[src/rtl/sar_search_4bit.sv]
// rtl/sar_search_4bit.sv - successive-approximation search driving an external comparator
// Probes (lo+hi)>>1 every two cycles and narrows [lo,hi] from the gt/eq/ls flags.
module sar_search_4bit #(
  parameter int WIDTH = 4
) (
  input  logic             clk,
  input  logic             rst_n,
  input  logic             start,
  output logic [WIDTH-1:0] trial,
  input  logic             cmp_gt,
  input  logic             cmp_eq,
  input  logic             cmp_ls,
  output logic             busy,
  output logic             done,
  output logic [WIDTH-1:0] result,
  output logic             found,
  output logic             err,
  output logic [3:0]       probe_cnt
);

  typedef enum logic [1:0] {IDLE, SETUP, COMPARE, FINISH} state_t;

  localparam logic [WIDTH:0] HI_INIT = (WIDTH+1)'((2 ** WIDTH) - 1);

  state_t         state;
  logic [WIDTH:0] lo, hi;
  logic [WIDTH:0] lo_nxt, hi_nxt, mid_sum;
  logic           gt_only, eq_only, ls_only, one_hot, stop;

  assign gt_only = cmp_gt & ~cmp_eq & ~cmp_ls;
  assign eq_only = ~cmp_gt & cmp_eq & ~cmp_ls;
  assign ls_only = ~cmp_gt & ~cmp_eq & cmp_ls;
  assign one_hot = gt_only | eq_only | ls_only;
  assign mid_sum = lo + hi;

  always_comb begin
    lo_nxt = lo;
    hi_nxt = hi;
    if (gt_only) hi_nxt = {1'b0, trial} - 1'b1;
    if (ls_only) lo_nxt = {1'b0, trial} + 1'b1;
  end

  // hi wraps to all-ones when trial was 0; that can never satisfy lo>hi, so test it explicitly
  assign stop = (hi_nxt == '1) || (lo_nxt > hi_nxt);

  always_ff @(posedge clk or negedge rst_n) begin
    if (!rst_n) begin
      state     <= IDLE;
      trial     <= '0;
      result    <= '0;
      found     <= 1'b0;
      err       <= 1'b0;
      done      <= 1'b0;
      busy      <= 1'b0;
      probe_cnt <= '0;
      lo        <= '0;
      hi        <= HI_INIT;
    end else begin
      case (state)
        IDLE: begin
          if (start) begin
            lo        <= '0;
            hi        <= HI_INIT;
            probe_cnt <= '0;
            found     <= 1'b0;
            err       <= 1'b0;
            busy      <= 1'b1;
            state     <= SETUP;
          end
        end
        SETUP: begin
          trial     <= mid_sum[WIDTH:1];
          probe_cnt <= probe_cnt + 4'd1;
          state     <= COMPARE;
        end
        COMPARE: begin
          if (!one_hot) begin
            err    <= 1'b1;
            found  <= 1'b0;
            result <= trial;
            done   <= 1'b1;
            busy   <= 1'b0;
            state  <= FINISH;
          end else if (eq_only) begin
            found  <= 1'b1;
            result <= trial;
            done   <= 1'b1;
            busy   <= 1'b0;
            state  <= FINISH;
          end else begin
            lo <= lo_nxt;
            hi <= hi_nxt;
            if (stop) begin
              found  <= 1'b0;
              result <= trial;
              done   <= 1'b1;
              busy   <= 1'b0;
              state  <= FINISH;
            end else begin
              state <= SETUP;
            end
          end
        end
        FINISH: begin
          done  <= 1'b0;
          busy  <= 1'b0;
          state <= IDLE;
        end
        default: state <= IDLE;
      endcase
    end
  end

endmodule

[config.mk]
export PLATFORM = sky130hd
export DESIGN_NAME = sar_search_4bit
export DESIGN_NICKNAME = d
export VERILOG_FILES = /design/src/rtl/sar_search_4bit.sv
export SDC_FILE = /design/constraint.sdc
export NUM_CORES = 1
export LEC_CHECK = 0
export CAP_MARGIN = 10
export CORE_UTILIZATION = 60
export DETAILED_ROUTE_END_ITERATION = 8
export HOLD_SLACK_MARGIN = 0.15
export PLACE_DENSITY = 0.95
export SLEW_MARGIN = 20
export SYNTH_ARGS = -nofsm -noshare
export SYNTH_HDL_FRONTEND = slang
export SYNTH_SLANG_ARGS = --single-unit
[constraint.sdc]
create_clock -name clk -period 4.4 [get_ports clk]
set_clock_uncertainty 0.2 [all_clocks]
set_input_delay 0.66 -clock clk [delete_from_list [all_inputs] [get_ports clk]]
set_output_delay 0.66 -clock clk [all_outputs]
set_load 0.02 [all_outputs]
; ---- Yosys cells after proc, flatten, opt, wreduce, memory -nomap -nowiden
; Cells that the tools add are included.
[totals]
register_bits = 28
elab_cells = 84
[op_classes]
add_sub_neg = 4
order_cmp = 1
eq_ne = 10
n_mux = 35
n_bitwise = 11
n_reduce_logical = 13
[op_table]
columns = op, n
row1 = $mux W5, 8
row2 = $pmux W5 S2, 2
row3 = $mux W4, 4
row4 = $mux W1, 11
row5 = $reduce_and A3 Y1, 3
row6 = $mux W2, 4
row7 = $ne A2 B2 Y1 const B, 4
row8 = $pmux W2 S4, 1
row9 = $pmux W4 S2, 1
row10 = $and A1 B1 Y1, 6
row11 = $pmux W1 S2, 3
row12 = $reduce_and A2 Y1, 3
row13 = $reduce_bool A2 Y1, 3
row14 = $add A4 B1 Y5 const B, 1
row15 = $add A5 B5 Y5, 1
row16 = $eq A5 B5 Y1 const B, 1
row17 = $gt A5 B5 Y1, 1
row18 = $sub A4 B1 Y5 const B, 1
row19 = $add A4 B1 Y4 const B, 1
row20 = $eq A2 B2 Y1 const B, 2
row21 = $ne A4 B4 Y1 const B, 1
row22 = $reduce_and A4 Y1, 1
row23 = $ne A3 B2 Y1 const B, 1
row24 = $not A1 Y1, 3
row25 = other kinds (6), 7

; ---- Depth between registers and ports, before layout
; Gate-level depths: netlist (run 1).
[depth]
depth_word = 10
depth_mapped = 11
ltp_nobuf = 10

; ---- Worst setup path before layout (run 1)
; OpenSTA, ideal clock, no wires.
[synth_path]
path_kind = input-to-reg
from = in cmp_ls
to = reg busy
setup_ns = 0.126
arrival_ns = 2.606
slack_ns = 1.468
stages = 8
n_path_buf = 0
path_cell_list = nor3b_4 -> mux2i_1 -> ha_1 -> a21oi_1 -> maj3_1 -> o21bai_2 -> o21ai_2 -> a221o_1
[synth_between]
elab_chain_cells = 7
word_cells_on_any_way = 16
[synth_rtl]
columns = element, line_no
row1 = from (decl), 12  ; input logic cmp_ls,
row2 = $not A1 Y1, "30, 31"
row3 = $and A1 B1 Y1, 30  ; assign gt_only = cmp_gt & ~cmp_eq & ~cmp_ls;
row4 = $mux W5, 39  ; if (gt_only) hi_nxt = {1'b0, trial} - 1'b1;
row5 = $gt A5 B5 Y1 or $eq A5 B5 Y1 (tied branches), 44  ; assign stop = (hi_nxt == '1) || (lo_nxt > hi_nxt);
row6 = $logic_or A1 B1 Y1, 44
row7 = $ne A4 B4 Y1 (no source line), n/a
row8 = $reduce_and A3 Y1 (no source line), n/a
row9 = to (signal assigned), 54  ; busy <= 1'b0;
row10 = to (signal assigned), 67  ; busy <= 1'b1;
row11 = to (signal assigned), 82  ; busy <= 1'b0;
row12 = to (decl), 13  ; output logic busy,
; Parallel ways exist; a longest one is shown, timed or not.
; A chain may end at the register's enable or synchronous reset.

; ---- Worst setup path after layout (run 1)
[layout_path]
from = in cmp_gt
to = reg busy
[layout_between]
elab_chain_cells = 8
word_cells_on_any_way = 19
[layout_rtl]
columns = element, line_no
row1 = from (decl), 10  ; input logic cmp_gt,
row2 = $not A1 Y1, "31, 32"
row3 = $and A1 B1 Y1 (2 in a row), 32  ; assign ls_only = ~cmp_gt & ~cmp_eq & cmp_ls;
row4 = $mux W5, 40  ; if (ls_only) lo_nxt = {1'b0, trial} + 1'b1;
row5 = $gt A5 B5 Y1, 44
row6 = $logic_or A1 B1 Y1, 44
row7 = $ne A4 B4 Y1 (no source line), n/a
row8 = $reduce_and A3 Y1 (no source line), n/a
; Parallel ways exist; a longest one is shown, timed or not.

==> impl_summary.log, run 1 <==
INFO  metric run_status = completed
INFO  metric critPathCaptureType = register
INFO  metric cts-hold-fix-buffers = 0
INFO  metric antenna_cells_inserted = 0
INFO  metric row_count = 19
INFO  metric core = 0.00288 mm2
INFO  metric cell_count_along_the_critical_path = 9
INFO  metric mostFrequentLayoutCells = 24 x sky130_fd_sc_hd__dfrtp_1, 22 x sky130_fd_sc_hd__nand2_1, 21 x sky130_fd_sc_hd__clkdlybuf4s50_1
INFO  metric report.final.setup_viol = 0
INFO  metric critical_path.max_fanout = 9
INFO  metric postSynthRegisterBits = 28
INFO  metric slowest_delay = around 0.54 ns
INFO  metric grt_max_degree = 29
INFO  metric die_height = 58.1 um
INFO  metric clkTransAtPathRegs = 0.15 ns
INFO  metric gate_count_of_the_mapped_netlist = 210
INFO  metric cts_tree = built
INFO  metric synth-seq-area-share = 37.4%
INFO  metric final_wirelength = 4380 um
INFO  metric clock_tree.htree_level_count = 1
INFO  metric period_share = 77.2%
INFO  metric post_cts.repair.setup_buffers = 0
INFO  metric drt_pre_antenna_iters = 4
INFO  metric timing_worst_setup_path_type = in2reg
INFO  metric area_delta_synth_final = 13.8%
INFO  metric yosysTopAreaCell = sky130_fd_sc_hd__dfrtp_1
INFO  metric timing.slew.headroom = between 50% and 60%
INFO  metric timing_worst_slew_pin_value = 0.655 ns
INFO  metric grt_util_all_layers = 28.5%
INFO  metric timing.final.crit_period = ~3.4 ns
INFO  metric cpMaxStageDelayCell = sky130_fd_sc_hd__clkdlybuf4s50_1
INFO  metric highest_achievable_clock_rate = 0.295 GHz
INFO  metric grt_antenna_before_repair = 0
INFO  metric avgSynthCellArea = between 8 and 9 um2
INFO  metric postCtsResizedCells = 0
INFO  metric ff2ff_path_depth = 10
INFO  metric global_route_wire_length_before_repair = 7260 um
INFO  metric crit_required = ~4.4 ns
INFO  metric synth_top_area_share = 31.8%
INFO  metric tns = 0 ns
INFO  metric tritoncts_num_sinks = 28
INFO  metric layout-drive-gt1-share = 12.4%
INFO  metric die_width = between 50 and 60 um
INFO  metric place_hpwl = 3150 um
INFO  metric most_common_library_cell_in_the_layout_ignoring_fill_and_taps = sky130_fd_sc_hd__dfrtp_1
INFO  metric post_synth_instance_area = 0.00189 mm2
INFO  metric cellPowerDensity = about 640 mW/mm2
INFO  metric worstPathArrival = 3.43 ns
INFO  metric avgRoutedWirePerCell = 16.4 um
INFO  metric worst_skew_pair_latency = around 0.33 ns
INFO  metric postRouteAntennaNets = 0
INFO  metric initial_core_util = around 66%
INFO  metric numCtsBuffers = 3
INFO  metric cp-start-kind = primary input
INFO  metric syn_nets = 227
INFO  metric num_vias = 1686
INFO  metric total_placed_instance_area = 0.00211 mm2
INFO  metric ctsRootBufferMaster = sky130_fd_sc_hd__clkbuf_4
INFO  metric buffer_ports.inserted = 21
INFO  metric hold_path_depth = 2
INFO  metric detailedRoute.firstIterationViolations = 157
INFO  metric synth.yosys.warnings = 0
INFO  metric p_leak = between 0.9 and 1 nW
INFO  metric finish.instance_area = 0.00215 mm2
INFO  metric critical-path-top-delay-family = adder cells
INFO  metric worst-path-buf-inv = 1
INFO  metric drc_errors = 0
INFO  metric first_global_vias = 1554
INFO  metric ioPinCount = 22
INFO  metric rsz_0062_raised_after_global_routing = false
INFO  metric overflow = 0
INFO  metric detail_route.vias_per_cell = 6.29
INFO  metric clockBufferDepth = 2
INFO  metric finalNetCount = 244
INFO  metric timing_max_transition_violations_final = 0
INFO  metric power.ir.vdd_worst = 397 uV
INFO  metric netlist_top_cells_area = sky130_fd_sc_hd__dfrtp_1 32%, sky130_fd_sc_hd__ha_1 6.6%, sky130_fd_sc_hd__dfstp_2 5.6%, sky130_fd_sc_hd__nand2_1 4.4%, sky130_fd_sc_hd__nor2_1 4.0%
INFO  metric die_area = around 0.0034 mm2
INFO  metric cp_cell_sequence = clkdlybuf4s50_1 -> nor3b_4 -> mux2i_1 -> ha_1 -> a21oi_1 -> maj3_1 -> o21bai_2 -> o21ai_2 -> a221o_1
INFO  metric post_synth_num_cell_types = 54
INFO  metric hold_path.class = reg2reg
INFO  metric max_cap_viol_count = 0
INFO  metric place_congestion = 0.930
INFO  metric hold_viol = 0
==> through the flow <==
stage | total power [mW] | util (%) | instances | hold WS, ns | worst slack, ns
detailed placement | 1.24 | 73.4 | 264 | 0.277 | 0.700
finish | 1.38 | 74.8 | 268 | 0.294 | 1.01
global placement | 1.21 | 73.4 | 264 | 0.272 | 0.817
CTS | 1.37 | 74.7 | 268 | 0.296 | 1.06
global route | 1.47 | 74.8 | 268 | 0.325 | 0.905
floorplan | 0.988 | - | 210 | 0.164 | 1.47
==> path summary, 6_finish.rpt <==
check / from / end / slack, ns
max: cmp_gt / busy$_DFFE_PN0P_ / 1.01
min: hi[0]$_DFFE_PN1P_ / hi[0]$_DFFE_PN1P_ / 0.29
max reg2reg: trial[0]$_DFFE_PN0P_ / busy$_DFFE_PN0P_ / 1.29
min reg2reg: hi[0]$_DFFE_PN1P_ / hi[0]$_DFFE_PN1P_ / 0.29
max in group asynchronous: rst_n / hi[3]$_DFFE_PN1P_ / 3.21
min in group asynchronous: rst_n / result[3]$_DFFE_PN0P_ / 0.48
==> synth_stat cells (all sizes together) <==
cell	number
a211oi	1
mux2i	2
o21bai	3
a21o	3
a31oi	10
or3b	1
xor2	2
nand4	2
o31a	1
nor2	21
mux2	2
nand2	22
dfrtp	24
a221o	1
nand3	8
nor2b	3
a21oi	8
o21ai	15
clkbuf	6
ha	10
a22oi	1
a22o	3
nor4	4
or2	1
o31ai	3
o22ai	2
xnor2	6
o21ba	1
o41ai	1
inv	13
a31o	2
nor3b	4
o2111ai	4
buf	5
and2	2
nor3	3
or3	1
nand2b	3
fa	1
dfstp	4
maj3	1
==> area by class of cell <==
class                   instances  area, um2
multi-input cells             158       1080
fillers                       189        726
flip-flops and latches         28        706
repair buffers                 23        225
well taps                      42       52.6
inverters                      13       48.8
clock buffers                   4       36.3
==> power breakdown <==
part / internal (mW) / switching [mW] / total (mW)
clock: 0.0508 / 0.0766 / 0.127
combinational: 0.323 / 0.421 / 0.743
sequential: 0.357 / 0.152 / 0.509
==> worst reg2reg max path: stages (launching register included) <==
cell and delay (ns):
sky130_fd_sc_hd__dfrtp_1 0.66, sky130_fd_sc_hd__inv_1 0.10, sky130_fd_sc_hd__ha_1 0.24, sky130_fd_sc_hd__xor2_1 0.17, sky130_fd_sc_hd__mux2i_1 0.15, sky130_fd_sc_hd__ha_1 0.37
sky130_fd_sc_hd__a21oi_1 0.08, sky130_fd_sc_hd__maj3_1 0.39, sky130_fd_sc_hd__o21bai_2 0.24, sky130_fd_sc_hd__o21ai_2 0.11, sky130_fd_sc_hd__a221o_1 0.32
==> flip-flops by register name (all words and copies together) (netlist names), 2 cells and up <==
| signal | flops |
|---|---|
| probe_cnt | 4 |
| hi | 5 |
| trial | 4 |
| lo | 5 |
| result | 4 |
| state | 2 |
==> per-layer routing <==
layer | track usage [%] | wire, um | vias up
li1 | - | - | 785
met1 | 41.1 | 1960 | 828
met2 | 45.5 | 2090 | 68
met3 | 2.23 | 285 | 5
met4 | 9.52 | 49 | 0
met5 | 0 | 0 | -
==> kinds of logic after synthesis <==
logic type	after synthesis	share of synthesized area, %
AO/OA/AOI/OAI	59	21.9
adder cells (fa/ha/maj)	12	8.21
multiplexers	4	2.25
buffers and inverters	24	5.50
flip-flops	28	37.4
AND/OR/NAND/NOR	75	20.7
XOR/XNOR	8	4.11
(Power assumes the default switching activity.)
==> run 2: changes to the inputs <==
--- a/config.mk
+++ b/config.mk
@@ -6,10 +6,10 @@
 export NUM_CORES = 1
 export LEC_CHECK = 0
 export CAP_MARGIN = 10
-export CORE_UTILIZATION = 60
+export CORE_UTILIZATION = 56
 export DETAILED_ROUTE_END_ITERATION = 8
 export HOLD_SLACK_MARGIN = 0.15
-export PLACE_DENSITY = 0.95
+export PLACE_DENSITY = 0.91
 export SLEW_MARGIN = 20
 export SYNTH_ARGS = -nofsm -noshare
 export SYNTH_HDL_FRONTEND = slang
==> constraint.sdc (replaced) <==
create_clock -name clk -period 3.5 [get_ports clk]
set_clock_uncertainty 0.2 [all_clocks]
set_input_delay 0.525 -clock clk [delete_from_list [all_inputs] [get_ports clk]]
set_output_delay 0.525 -clock clk [all_outputs]
set_load 0.02 [all_outputs]
==> run 2 against run 1 <==
Global-route usage fell by 3.4 points. Non-clock buffer count rose by 5. Sequential power rose by 24%. Total power rose by 29%. Flip-flop and latch count did not move. Cell area rose by 2.5%. Critical path type is now reg2reg. Critical endpoint unchanged. Largest cell class unchanged.
==> impl_summary.log, run 2 (synthesized netlist as in run 1, its figures left out) <==
INFO  metric timing_max_transition_violations_final = 0
INFO  metric report.final.setup_viol = 0
INFO  metric cp_cell_sequence = ha_1 -> xnor2_1 -> and2_1 -> nor2_1 -> ha_1 -> a21oi_1 -> maj3_1 -> o21bai_2 -> o21ai_2 -> a221o_1
INFO  metric timing_worst_setup_path_type = reg2reg
INFO  metric drc_errors = 0
INFO  metric first_global_vias = 1412
INFO  metric cts-hold-fix-buffers = 0
INFO  metric overflow = 0
INFO  metric hold_viol = 0
INFO  metric row_count = 20
INFO  metric die_height = ~60 um
INFO  metric grt_util_all_layers = 25.1%
INFO  metric layout-drive-gt1-share = 13.9%
INFO  metric highest_achievable_clock_rate = 0.343 GHz
INFO  metric global_route_wire_length_before_repair = 6600 um
INFO  metric p_int = a little under 1 mW
INFO  metric grt_antenna_before_repair = 0
INFO  metric reg2reg_to = busy$_DFFE_PN0P_
INFO  metric post-route-util = between 70% and 80%
INFO  metric p_leak = 0.960 nW
INFO  metric antenna_cells_inserted = 0
INFO  metric final_wirelength = 4160 um
INFO  metric timing.slew.headroom = between 60% and 70%
INFO  metric clkPwrFrac = between 10% and 20%
INFO  metric post_cts.repair.setup_buffers = 0
INFO  metric cellPowerDensity = approximately 800 mW/mm2
INFO  metric finish.cell_count_without_fillers = approximately 280
INFO  metric critical_path.max_fanout = 11
INFO  metric hold_path.startpoint = hi[0]$_DFFE_PN1P_
INFO  metric netSwitchingPower = 0.803 mW
INFO  metric ff2ff_path_depth = 10
INFO  metric clkTransAtPathRegs = 0.15 ns
INFO  metric run_status = completed
INFO  metric hold_path.class = reg2reg
INFO  metric rsz_0062_raised_after_global_routing = false
INFO  metric reg.largest.list = hi x5, lo x5
INFO  metric cp-start-kind = register
INFO  metric hold_path_depth = 2
INFO  metric mostFrequentLayoutCells = 24 x sky130_fd_sc_hd__dfrtp_1, 22 x sky130_fd_sc_hd__nand2_1, 21 x sky130_fd_sc_hd__clkdlybuf4s50_1
INFO  metric ctsRootBufferMaster = sky130_fd_sc_hd__clkbuf_4
INFO  metric critPathCaptureType = register
INFO  metric drt_pre_antenna_iters = 4
INFO  metric cp_common_cell = sky130_fd_sc_hd__ha_1
INFO  metric power.total = 1.79 mW
INFO  metric timing.final.crit_period = 2.92 ns
INFO  metric die_width = 60.1 um
INFO  metric power.ir.vdd_worst = 484 uV
INFO  metric worst-path-buf-inv = 0
INFO  metric max_cap_viol_count = 0
INFO  metric clock_tree.htree_level_count = 1
INFO  metric slowest_delay = roughly 0.64 ns
INFO  metric finalNetCount = between 200 and 250
INFO  metric comb_power_share = 52.8%
INFO  metric area_delta_synth_final = 16.7%
INFO  metric worstHoldEndpoint = hi[0]$_DFFE_PN1P_
INFO  metric ioPinCount = 22
INFO  metric power.share.switching = 45.0%
INFO  metric ff2ff_setup_slack = 0.58 ns
INFO  metric fin_ws = 0.583 ns
INFO  metric crit_required = between 3 and 4 ns
INFO  metric pre_cts_ws = 0.266 ns
INFO  metric worst_skew_pair_latency = 0.34 ns
INFO  metric p_seq_share = 35.3%
INFO  metric critical-path-top-delay-family = adder cells
INFO  metric cts_tree = built
INFO  metric tritoncts_num_sinks = 28
INFO  metric detailedRoute.firstIterationViolations = 165
INFO  metric core = 0.00313 mm2
INFO  metric buffer_ports.inserted = 21
INFO  metric postRouteAntennaNets = 0
INFO  metric period_share = between 80 and 90%
INFO  metric worstPathArrival = between 2 and 3 ns
INFO  metric most_common_library_cell_in_the_layout_ignoring_fill_and_taps = sky130_fd_sc_hd__dfrtp_1
INFO  metric grt_max_degree = 29
INFO  metric crit-reg2reg-launch = trial[0]$_DFFE_PN0P_
INFO  metric avgRoutedWirePerCell = 15.1 um
INFO  metric place_congestion = 0.971
INFO  metric die_area = 0.00361 mm2
INFO  metric initial_core_util = 60.4%
INFO  metric timing_worst_slew_pin_value = 0.499 ns
INFO  metric clockBufferDepth = 2
INFO  metric cpMaxStageDelayCell = sky130_fd_sc_hd__dfrtp_1
INFO  metric place_hpwl = 3070 um
INFO  metric placed_cells_incl_taps = 271
INFO  metric tns = 0 ns
INFO  metric postCtsResizedCells = 0
INFO  metric detail_route.vias_per_cell = 5.78
INFO  metric numCtsBuffers = 3
INFO  metric num_vias = 1590
INFO  metric critPathLaunch = trial[0]$_DFFE_PN0P_
## run 2: tightest hold or removal path, delay by kind of cell (launching register included)
kind	cells	cell delay, ns
flip-flops	1	0.41
AND/OR/NAND/NOR	2	0.09
## run 2: worst max path at each step
stage | slack, ns | end | cells past startpoint
3_5_place_dp | 0.27 | busy$_DFFE_PN0P_ | 9
3_3_place_gp | 0.30 | busy$_DFFE_PN0P_ | 11
2_1_floorplan | 0.66 | busy$_DFFE_PN0P_ | 11
6_report | 0.58 | busy$_DFFE_PN0P_ | 10
5_1_grt | 0.48 | busy$_DFFE_PN0P_ | 10
4_1_cts | 0.62 | busy$_DFFE_PN0P_ | 9
## run 2: metal layers
| metal | vias to the layer above | share of wire, % | track usage, % |
|---|---|---|---|
| li1 | 792 | - | - |
| met1 | 747 | 45 | 34.3 |
| met2 | 47 | 49 | 40.3 |
| met3 | 4 | 5.6 | 4.76 |
| met4 | 0 | 0.82 | 7.31 |
| met5 | - | 0 | 0 |
## run 2: cell type report
cell class,instances,area [um2]
Clock buffer,3,22.5
Clock inverter,1,30.0
Fill cell,222,923
Inverter,13,48.8
Multi-Input combinational cell,158,1080
Sequential cell,28,706
Tap cell,44,55.1
Timing Repair Buffer,28,263
## run 2: metrics by stage
step / instance area, um2 / hold WS, ns
final: 2200 / 0.284
after global routing: 2200 / 0.301
after CTS: 2200 / 0.287
after detailed placement: 2150 / 0.267
after global placement: 2150 / 0.263
after floorplan: 1890 / 0.0294
## run 2: power groups by stage
stage | sequential, mW | clock [mW] | combinational, mW
after floorplan | 0.643 | 0 | 0.598
after global placement | 0.628 | 0 | 0.909
after detailed placement | 0.632 | 0 | 0.934
after CTS | 0.626 | 0.218 | 0.943
after global routing | 0.649 | 0.229 | 1.04
final | 0.630 | 0.213 | 0.943
==> run 3: changes to the inputs <==
==> constraint.sdc (replaced) <==
create_clock -name clk -period 2.8 [get_ports clk]
set_clock_uncertainty 0.2 [all_clocks]
set_input_delay 0.42 -clock clk [delete_from_list [all_inputs] [get_ports clk]]
set_output_delay 0.42 -clock clk [all_outputs]
set_load 0.02 [all_outputs]
==> run 3 against run 2 <==
Sequential power rose by 23%. Combinational power is 43% higher. Sequential share of layout area fell by 2.4 points. Register-to-register slack lost 0.48 ns. Die area unchanged. Flip-flop and latch count unchanged. Non-clock buffer count increased by 20. Via count is 9.0% higher. First-iteration DRC count up 29%. Worst hold slack worse by 0.046 ns. Final cell count rose by 7.3%. Routed wire length up 17%. Largest cell class unchanged. Highest routed layer unchanged.
==> impl_summary.log, run 3 (synthesized netlist as in run 1, its figures left out) <==
INFO  metric detail_route.vias_per_cell = 5.87
INFO  metric slowest_delay = 0.49 ns
INFO  metric avgRoutedWirePerCell = between 15 and 20 um
INFO  metric crit_required = between 2 and 3 ns
INFO  metric postCtsResizedCells = 0
INFO  metric final_wirelength = 4860 um
INFO  metric num_vias = around 1700
INFO  metric area_delta_synth_final = 26.2%
INFO  metric grt_util_all_layers = around 30%
INFO  metric hold_viol = 0
INFO  metric power.ir.vdd_worst = ~610 uV
INFO  metric die_height = 60.1 um
INFO  metric post_cts.repair.setup_buffers = 0
INFO  metric timing_worst_setup_path_type = reg2reg
INFO  metric run_status = completed
INFO  metric max_cap_viol_count = 0
INFO  metric cp_cell_sequence = ha_1 -> xnor2_1 -> and2_1 -> nor2_1 -> ha_1 -> a21oi_1 -> maj3_2 -> o21bai_2 -> buf_4 -> o2111ai_1 -> nand3_1
INFO  metric reg.largest.list = hi x5, lo x5
INFO  metric mostFrequentLayoutCells = 27 x sky130_fd_sc_hd__buf_4, 23 x sky130_fd_sc_hd__dfrtp_1, 22 x sky130_fd_sc_hd__nand2_1
INFO  metric highest_achievable_clock_rate = 0.371 GHz
INFO  metric timing.final.crit_period = 2.69 ns
INFO  metric cts-hold-fix-buffers = 0
INFO  metric timing.slew.headroom = 69.0%
INFO  metric global_route_wire_length_before_repair = between 7000 and 8000 um
INFO  metric grt_antenna_before_repair = 0
INFO  metric clockBufferDepth = 2
INFO  metric rsz_0062_raised_after_global_routing = false
INFO  metric clock_tree.htree_level_count = 1
INFO  metric critPathCaptureType = register
INFO  metric detailedRoute.firstIterationViolations = 213
INFO  metric place_hpwl = 3510 um
INFO  metric timing.hold.ws = around 0.24 ns
INFO  metric cpMaxStageDelayCell = sky130_fd_sc_hd__dfrtp_2
INFO  metric ctsRootBufferMaster = sky130_fd_sc_hd__clkbuf_4
INFO  metric critical_path.max_fanout = 5
INFO  metric numCtsBuffers = 3
INFO  metric postRouteAntennaNets = 0
INFO  metric grt_max_degree = 29
INFO  metric period_share = 96.2%
INFO  metric p_leak = 1.08 nW
INFO  metric place_congestion = 0.905
INFO  metric worstPathArrival = 2.73 ns
INFO  metric core = ~0.0031 mm2
INFO  metric report.final.setup_viol = 0
INFO  metric tns = 0 ns
INFO  metric hold_path.class = in2async
INFO  metric first_global_vias = 1586
INFO  metric timing_worst_slew_pin_value = 0.466 ns
INFO  metric initial_core_util = between 60% and 70%
INFO  metric die_area = between 0.003 and 0.004 mm2
INFO  metric power.total = 2.39 mW
INFO  metric cts_tree = built
INFO  metric ioPinCount = 22
INFO  metric antenna_cells_inserted = 0
INFO  metric cellPowerDensity = approximately 1000 mW/mm2
INFO  metric worst_skew_pair_latency = 0.34 ns
INFO  metric worst-path-buf-inv = 1
INFO  metric overflow = 0
INFO  metric drc_errors = 0
INFO  metric drt_pre_antenna_iters = 4
INFO  metric row_count = 20
INFO  metric most_common_library_cell_in_the_layout_ignoring_fill_and_taps = sky130_fd_sc_hd__buf_4
INFO  metric fillerInstances = around 210
INFO  metric timing_max_transition_violations_final = 0
INFO  metric tritoncts_num_sinks = 28
INFO  metric layout-drive-gt1-share = 22.3%
INFO  metric die_width = 60.1 um
INFO  metric cp_common_cell = sky130_fd_sc_hd__ha_1
INFO  metric cp-start-kind = register
INFO  metric buffer_ports.inserted = 21
INFO  metric critical-path-top-delay-family = adder cells
INFO  metric clkTransAtPathRegs = 0.16 ns
INFO  metric finalNetCount = ~270
## run 3: changes by cell type in the layout (fill, tap and decap cells not counted), moves of 2 or more
cell and delta:
sky130_fd_sc_hd__o2111ai_1 -2, sky130_fd_sc_hd__o2111ai_2 +2, sky130_fd_sc_hd__dlymetal6s2s_1 +3, sky130_fd_sc_hd__clkdlybuf4s50_1 -3, sky130_fd_sc_hd__buf_4 +20
## run 3: per-stage QoR
step	instance area (um2)	worst slack, ns	util, %	cells
6_report	2380	0.106	76.2	295
3_5_place_dp	2300	-0.304	73.6	291
3_3_place_gp	2300	-0.287	73.6	291
4_1_cts	2360	0.0294	75.3	295
5_1_grt	2380	0.0187	76.2	295
2_1_floorplan	1890	0.0159	-	210
## run 3: final timing paths
path / startpoint / endpoint / cells past startpoint / slack [ns]
worst max-delay path: trial[0]$_DFFE_PN0P_ / result[0]$_DFFE_PN0P_ / 11 / 0.11
worst min-delay path: rst_n / result[0]$_DFFE_PN0P_ / 2 / 0.24
worst max register to register: trial[0]$_DFFE_PN0P_ / result[0]$_DFFE_PN0P_ / 11 / 0.11
worst min register to register: hi[0]$_DFFE_PN1P_ / hi[0]$_DFFE_PN1P_ / 2 / 0.30
max in group asynchronous: rst_n / hi[3]$_DFFE_PN1P_ / 2 / 1.85
min in group clk: hi[0]$_DFFE_PN1P_ / hi[0]$_DFFE_PN1P_ / 2 / 0.30
## run 3: layer usage
layer / track usage (%) / up-vias / share of wire [%] / wire length (um)
met5: 0 / - / 0 / 0
met4: 9.30 / 0 / 2.4 / 118
met3: 2.60 / 12 / 4.4 / 215
met2: 46.7 / 59 / 48 / 2330
met1: 41.5 / 822 / 45 / 2200
li1: - / 840 / - / -
## run 3: power breakdown
part / switching [mW] / internal [mW] / total [mW]
logic: 0.730 / 0.619 / 1.35
clock network: 0.126 / 0.145 / 0.271
registers: 0.210 / 0.563 / 0.773
total: 1.07 / 1.33 / 2.39
## run 3: cell type report
| cell class | instances | area, um2 | area share (%) |
|---|---|---|---|
| Clock buffer | 3 | 22.5 | 0.945 |
| Timing Repair Buffer | 48 | 420 | 17.6 |
| Multi-Input combinational cell | 158 | 1100 | 46.1 |
| Clock inverter | 1 | 30.0 | 1.26 |
| Tap cell | 44 | 55.1 | 2.31 |
| Sequential cell | 28 | 707 | 29.7 |
| Inverter | 13 | 48.8 | 2.05 |
